`src/rtl/alu_issue.sv`:
```
// alu_issue: ID/EX issue register feeding the execute-stage ALU.
// Resolves operands through EX/MEM/WB bypass and stalls on load-use.
module alu_issue (
   input  logic        clk,
   input  logic        reset,
   input  logic        flush,
   input  logic        in_valid,
   output logic        in_ready,
   input  logic [63:0] in_pc,
   input  logic [4:0]  in_aluop,
   input  logic [4:0]  in_rs1,
   input  logic [4:0]  in_rs2,
   input  logic        in_use_rs1,
   input  logic        in_use_rs2,
   input  logic [63:0] in_rs1_data,
   input  logic [63:0] in_rs2_data,
   input  logic [63:0] in_imm,
   input  logic        in_a_pc,
   input  logic        in_b_imm,
   input  logic [4:0]  in_rd,
   input  logic        in_wen,
   input  logic        ex_wen,
   input  logic [4:0]  ex_rd,
   input  logic [63:0] ex_data,
   input  logic        ex_is_load,
   input  logic        mem_wen,
   input  logic [4:0]  mem_rd,
   input  logic [63:0] mem_data,
   input  logic        mem_pending,
   input  logic        wb_wen,
   input  logic [4:0]  wb_rd,
   input  logic [63:0] wb_data,
   output logic        out_valid,
   input  logic        out_ready,
   output logic [63:0] alu_a,
   output logic [63:0] alu_b,
   output logic [4:0]  alu_op,
   output logic [63:0] out_pc,
   output logic [4:0]  out_rd,
   output logic        out_wen,
   output logic [63:0] out_rs2_val
);

   logic        r_valid;
   logic [63:0] r_a;
   logic [63:0] r_b;
   logic [4:0]  r_op;
   logic [63:0] r_pc;
   logic [4:0]  r_rd;
   logic        r_wen;
   logic [63:0] r_rs2;

   logic        w_ex1, w_mem1, w_wb1;
   logic        w_ex2, w_mem2, w_wb2;
   logic [63:0] w_rs1_val;
   logic [63:0] w_rs2_val;
   logic        w_haz1, w_haz2;
   logic        w_hazard;
   logic        w_accept;

   assign w_ex1  = ex_wen  && (ex_rd  == in_rs1);
   assign w_mem1 = mem_wen && (mem_rd == in_rs1);
   assign w_wb1  = wb_wen  && (wb_rd  == in_rs1);
   assign w_ex2  = ex_wen  && (ex_rd  == in_rs2);
   assign w_mem2 = mem_wen && (mem_rd == in_rs2);
   assign w_wb2  = wb_wen  && (wb_rd  == in_rs2);

   // rs1 bypass select: x0 reads zero, youngest producer wins
   always_comb begin
      w_rs1_val = in_rs1_data;
      if (in_use_rs1) begin
         if (in_rs1 == 5'd0) w_rs1_val = 64'd0;
         else if (w_ex1)     w_rs1_val = ex_data;
         else if (w_mem1)    w_rs1_val = mem_data;
         else if (w_wb1)     w_rs1_val = wb_data;
      end
   end

   // rs2 bypass select, same priority as rs1
   always_comb begin
      w_rs2_val = in_rs2_data;
      if (in_use_rs2) begin
         if (in_rs2 == 5'd0) w_rs2_val = 64'd0;
         else if (w_ex2)     w_rs2_val = ex_data;
         else if (w_mem2)    w_rs2_val = mem_data;
         else if (w_wb2)     w_rs2_val = wb_data;
      end
   end

   // a non-load EX match supplies the value and masks a pending MEM
   assign w_haz1 = in_use_rs1 && (in_rs1 != 5'd0) &&
                   (w_ex1 ? ex_is_load : (w_mem1 && mem_pending));
   assign w_haz2 = in_use_rs2 && (in_rs2 != 5'd0) &&
                   (w_ex2 ? ex_is_load : (w_mem2 && mem_pending));
   assign w_hazard = in_valid && (w_haz1 || w_haz2);

   assign in_ready = !flush && !w_hazard && (!r_valid || out_ready);
   assign w_accept = in_valid && in_ready;

   // output register: reset > flush > accept > drain
   always_ff @(posedge clk) begin
      if (reset) begin
         r_valid <= 1'b0;
         r_a     <= '0;
         r_b     <= '0;
         r_op    <= '0;
         r_pc    <= '0;
         r_rd    <= '0;
         r_wen   <= 1'b0;
         r_rs2   <= '0;
      end else if (flush) begin
         r_valid <= 1'b0;
      end else if (w_accept) begin
         r_valid <= 1'b1;
         r_a     <= in_a_pc ? in_pc : w_rs1_val;
         r_b     <= in_b_imm ? in_imm : w_rs2_val;
         r_op    <= in_aluop;
         r_pc    <= in_pc;
         r_rd    <= in_rd;
         r_wen   <= in_wen;
         r_rs2   <= w_rs2_val;
      end else if (r_valid && out_ready) begin
         r_valid <= 1'b0;
      end
   end

   assign out_valid   = r_valid;
   assign alu_a       = r_a;
   assign alu_b       = r_b;
   assign alu_op      = r_op;
   assign out_pc      = r_pc;
   assign out_rd      = r_rd;
   assign out_wen     = r_wen;
   assign out_rs2_val = r_rs2;

endmodule
```
`config.mk`:
```
export PLATFORM = sky130hd
export DESIGN_NAME = alu_issue
export DESIGN_NICKNAME = d
export VERILOG_FILES = /design/src/rtl/alu_issue.sv
export SDC_FILE = /design/constraint.sdc
export NUM_CORES = 1
export LEC_CHECK = 0
export CAP_MARGIN = 20
export CORE_AREA = 2 2 302 304
export CTS_BUF_LIST = sky130_fd_sc_hd__clkbuf_8
export DETAILED_ROUTE_END_ITERATION = 10
export DIE_AREA = 0 0 304 306
export PLACE_DENSITY = 0.51
export RECOVER_POWER = 100
export SYNTH_ARGS = -nofsm -noshare
export SYNTH_HDL_FRONTEND = slang
export SYNTH_SLANG_ARGS = --single-unit
```
`constraint.sdc`:
```
create_clock -name clk -period 4.1 [get_ports clk]
set_input_delay 0.615 -clock clk [delete_from_list [all_inputs] [get_ports clk]]
set_output_delay 0.615 -clock clk [all_outputs]
set_load 0.02 [all_outputs]
```
==> results.toml, run 1 <==
[cts]
post_cts_resized = 0
clockRootBuffer = "clkbuf_8"
cts_buffers = 59
insertion_delay_ns = 0.69
cts_sinks = 268
cts_hold_buf = 0
cts-htree-levels = 2
clkTransAtPathRegs_ns = 0.06
cts_setup_buffers = 0
cts_tree = "done"
cts_buffer_depth = 3

[logic_synthesis]
synth.avg_cell_area_um2 = 7.525
async_reset_ff_frac = 0
synth_seq_cells = 268
synth_area_leaders = "dfxtp_1, a21oi_1, a311oi_1"
yosysTopAreaCell = "dfxtp_1"
synth.distinct_cells = 51
synth_top_family_by_area = "compound AO/OA/AOI/OAI gates"
synth_ff_type = "dfxtp_1"
syn_nets = 3298
yosysSeqAreaShare = 0.2546
yosysWarnings = 0
synth.area.mux_share = 0.03040
synthSimpleGateAreaFrac = 0.1425
yosysTopAreaCellShare = 0.2546
synth_compound_area_frac = 0.4410
netlist_area_um2 = 21070
synthAdderAreaFrac = 0
synth_xor_area_frac = 0.01247
synth_cells = 2800
synth_edf_count = 0

[global_route]
overflow = 0
grt_usage = 0.2738
grt_pass1_vias = 26960
grt_max_degree = 92
grt_pass1_wl_mm = 192.7
antenna_found_initial = 25

[placed_design]
pre_cts_ws_ns = 0.3322
place_congestion = 0.8758
port-buffer-count = 766
dpl_cell_area_um2 = 30130
hpwlAfterDp_mm = 91.98

[route]
drtPass1Iterations = 6
drc = 0
avgViaCountPerCell = 5.970
via_count = 27490
dr.first_iter.drc_count = 3065
ant_nets = 0
routedWlPerCell_um = 29.38
wl_mm = 135.3

[die]
initial_core_util = 0.2352
core_area_um2 = 89600
placementRows = 110
die_w_um = 304
die_area_um2 = 93020
pin_count = 767
die_h_um = 306

[power_and_ir_drop]
power_density_nw_per_um2 = 280.2
ir_worst_vdd_mv = 0.1971
p_leak_uw = 0.01134

[layout]
drive_above_1_share = 0.07095
n_fill_cell = 9607
final_cell_area_um2 = 30810
nets = 3867
area_growth_syn_to_layout_pct = 46.22
fin_util = 0.3438

[critical_path]
path_class = "primary input to primary output"
start_kind = "primary input"
cp_max_fo = 5
endpoint_kind = "primary output"
cp.required_ns = 3.48
arrival_ns = 3.19

[sta]
fmax_ghz = 0.2631
rsz0062_at_grt = "false"
setup_tns_ns = 0
relSlewSlack = 0.1152
tightest_slew_ns = 1.327
fin_crit_ns = 3.801
post-route-period-util = 0.9270
hold_violations = 0
slew_violations = 0
setup_viol = 0
fin_skew_ns = 0.04252
finalWorstSetupSlack_ns = 0.2993

[job]
cap_violations = 0

[worst_hold_path]
worstHoldPathType = "primary input to flop"

[outcome]
status = "finished, final reports clean"
synthesized netlist by cell type (60+ instances only):
library cell	n
o31ai_1	75
mux2i_1	64
a21oi_1	326
a31oi_1	65
nor3_1	66
clkbuf_1	240
nand2_1	139
dfxtp_1	268
o21ai_0	152
nand4_1	141
a311oi_1	160
inv_1	256
buf_2	81
o32ai_2	60
nor2_1	136
a31o_1	63
a221o_1	65
a2bb2oi_1	64
nor4b_1	64
o22ai_1	65
registers in the layout, indices dropped and copies added, names as in the netlist:
signal	count
out_valid	1
out_rd	5
alu_a	64
alu_b	64
out_pc	64
alu_op	5
out_rs2_val	64
out_wen	1
final timing paths:
kind	start	endpoint	slack [ns]	cells after the start
max	in_rs1[0]	in_ready	0.30	8
min	reset	out_pc[47]	0.45	2
max reg2reg	out_valid	out_rs2_val[11]	1.64	8
min reg2reg	out_pc[9]	out_pc[9]	0.46	2
cell type report:
cell class	instances	area (um2)	share of cell area
Antenna cell	18	45.04	0.001462
Clock buffer	71	977.2	0.03172
Clock inverter	32	173.9	0.005645
Inverter	257	967.2	0.03139
Multi-Input combinational cell	1914	12920	0.4193
Sequential cell	268	5365	0.1741
Tap cell	1176	1471	0.04776
Timing Repair Buffer	869	8891	0.2886
per-layer routing:
| metal | up-vias | track usage | wire, um |
|---|---|---|---|
| met3 | 352 | 0.05958 | 13390 |
| met5 | - | 0 | 92 |
| met2 | 1821 | 0.4454 | 62680 |
| li1 | 11920 | - | - |
| met4 | 14 | 0.1280 | 6243 |
| met1 | 13390 | 0.3444 | 52910 |
placed cells by master (no fill, tap or decap), types with 19 or more instances in the layout:
cell / n
clkbuf_8: 71
a211o_1: 59
a221o_1: 64
xnor2_1: 19
inv_1: 275
buf_4: 61
nor3_1: 66
o32ai_2: 27
o32ai_1: 37
nand4_1: 141
a311oi_1: 190
buf_12: 38
o22ai_1: 64
nor4b_1: 64
a31o_1: 63
a21oi_1: 326
o31ai_1: 75
nor2_1: 133
dlygate4sd3_1: 269
a2bb2oi_1: 64
o21ai_1: 41
dfxtp_1: 268
mux2i_1: 64
clkdlybuf4s50_1: 491
nand2_1: 138
o21ai_0: 152
a31oi_1: 65
cell families (layout without fill, tap and decap cells):
| logic type | count (synthesis) | after routing |
|---|---|---|
| AO/OA/AOI/OAI | 1244 | 1244 |
| other | 0 | 18 |
| multiplexers | 64 | 64 |
| flip-flops | 268 | 268 |
| AND/OR/NAND/NOR | 576 | 576 |
| buffers and inverters | 618 | 1229 |
| XOR/XNOR | 30 | 30 |
report_power, final:
part           total, uW  internal [uW]  switching [uW]
sequential          2880           2770             114
clock               3100           1620            1470
combinational       2660           1150            1510
critical path, stage by stage:
cell and delay [ns]:
dlygate4sd3_1 0.66, xor2_1 0.18, nor3_1 0.49, and3_1 0.41, o221a_4 0.29, o21ai_1 0.11
and2_1 0.24, buf_4 0.18
through the flow:
step                power [uW]  hold slack, ns  cells
finish                    8633          0.4469   4605
floorplan                 4153          0.5480   2800
global placement          5649          0.4559   4484
detailed placement        5651          0.4599   4484
global route              8924          0.4556   4602
CTS                       8765          0.4196   4587
No activity file was read; power rests on OpenSTA's default activity.
==> run 2: changes to the inputs <==
--- a/config.mk
+++ b/config.mk
@@ -5,6 +5,7 @@
 export SDC_FILE = /design/constraint.sdc
 export NUM_CORES = 1
 export LEC_CHECK = 0
+export ABC_CLOCK_PERIOD_IN_PS = 4100
 export CAP_MARGIN = 20
 export CORE_AREA = 2 2 302 304
 export CTS_BUF_LIST = sky130_fd_sc_hd__clkbuf_8
@@ -15,3 +16,4 @@
 export SYNTH_ARGS = -nofsm -noshare
 export SYNTH_HDL_FRONTEND = slang
 export SYNTH_SLANG_ARGS = --single-unit
+export TNS_END_PERCENT = 30
==> results of run 2 <==
No change in the layout: final DEF, timing and power equal those of run 1.
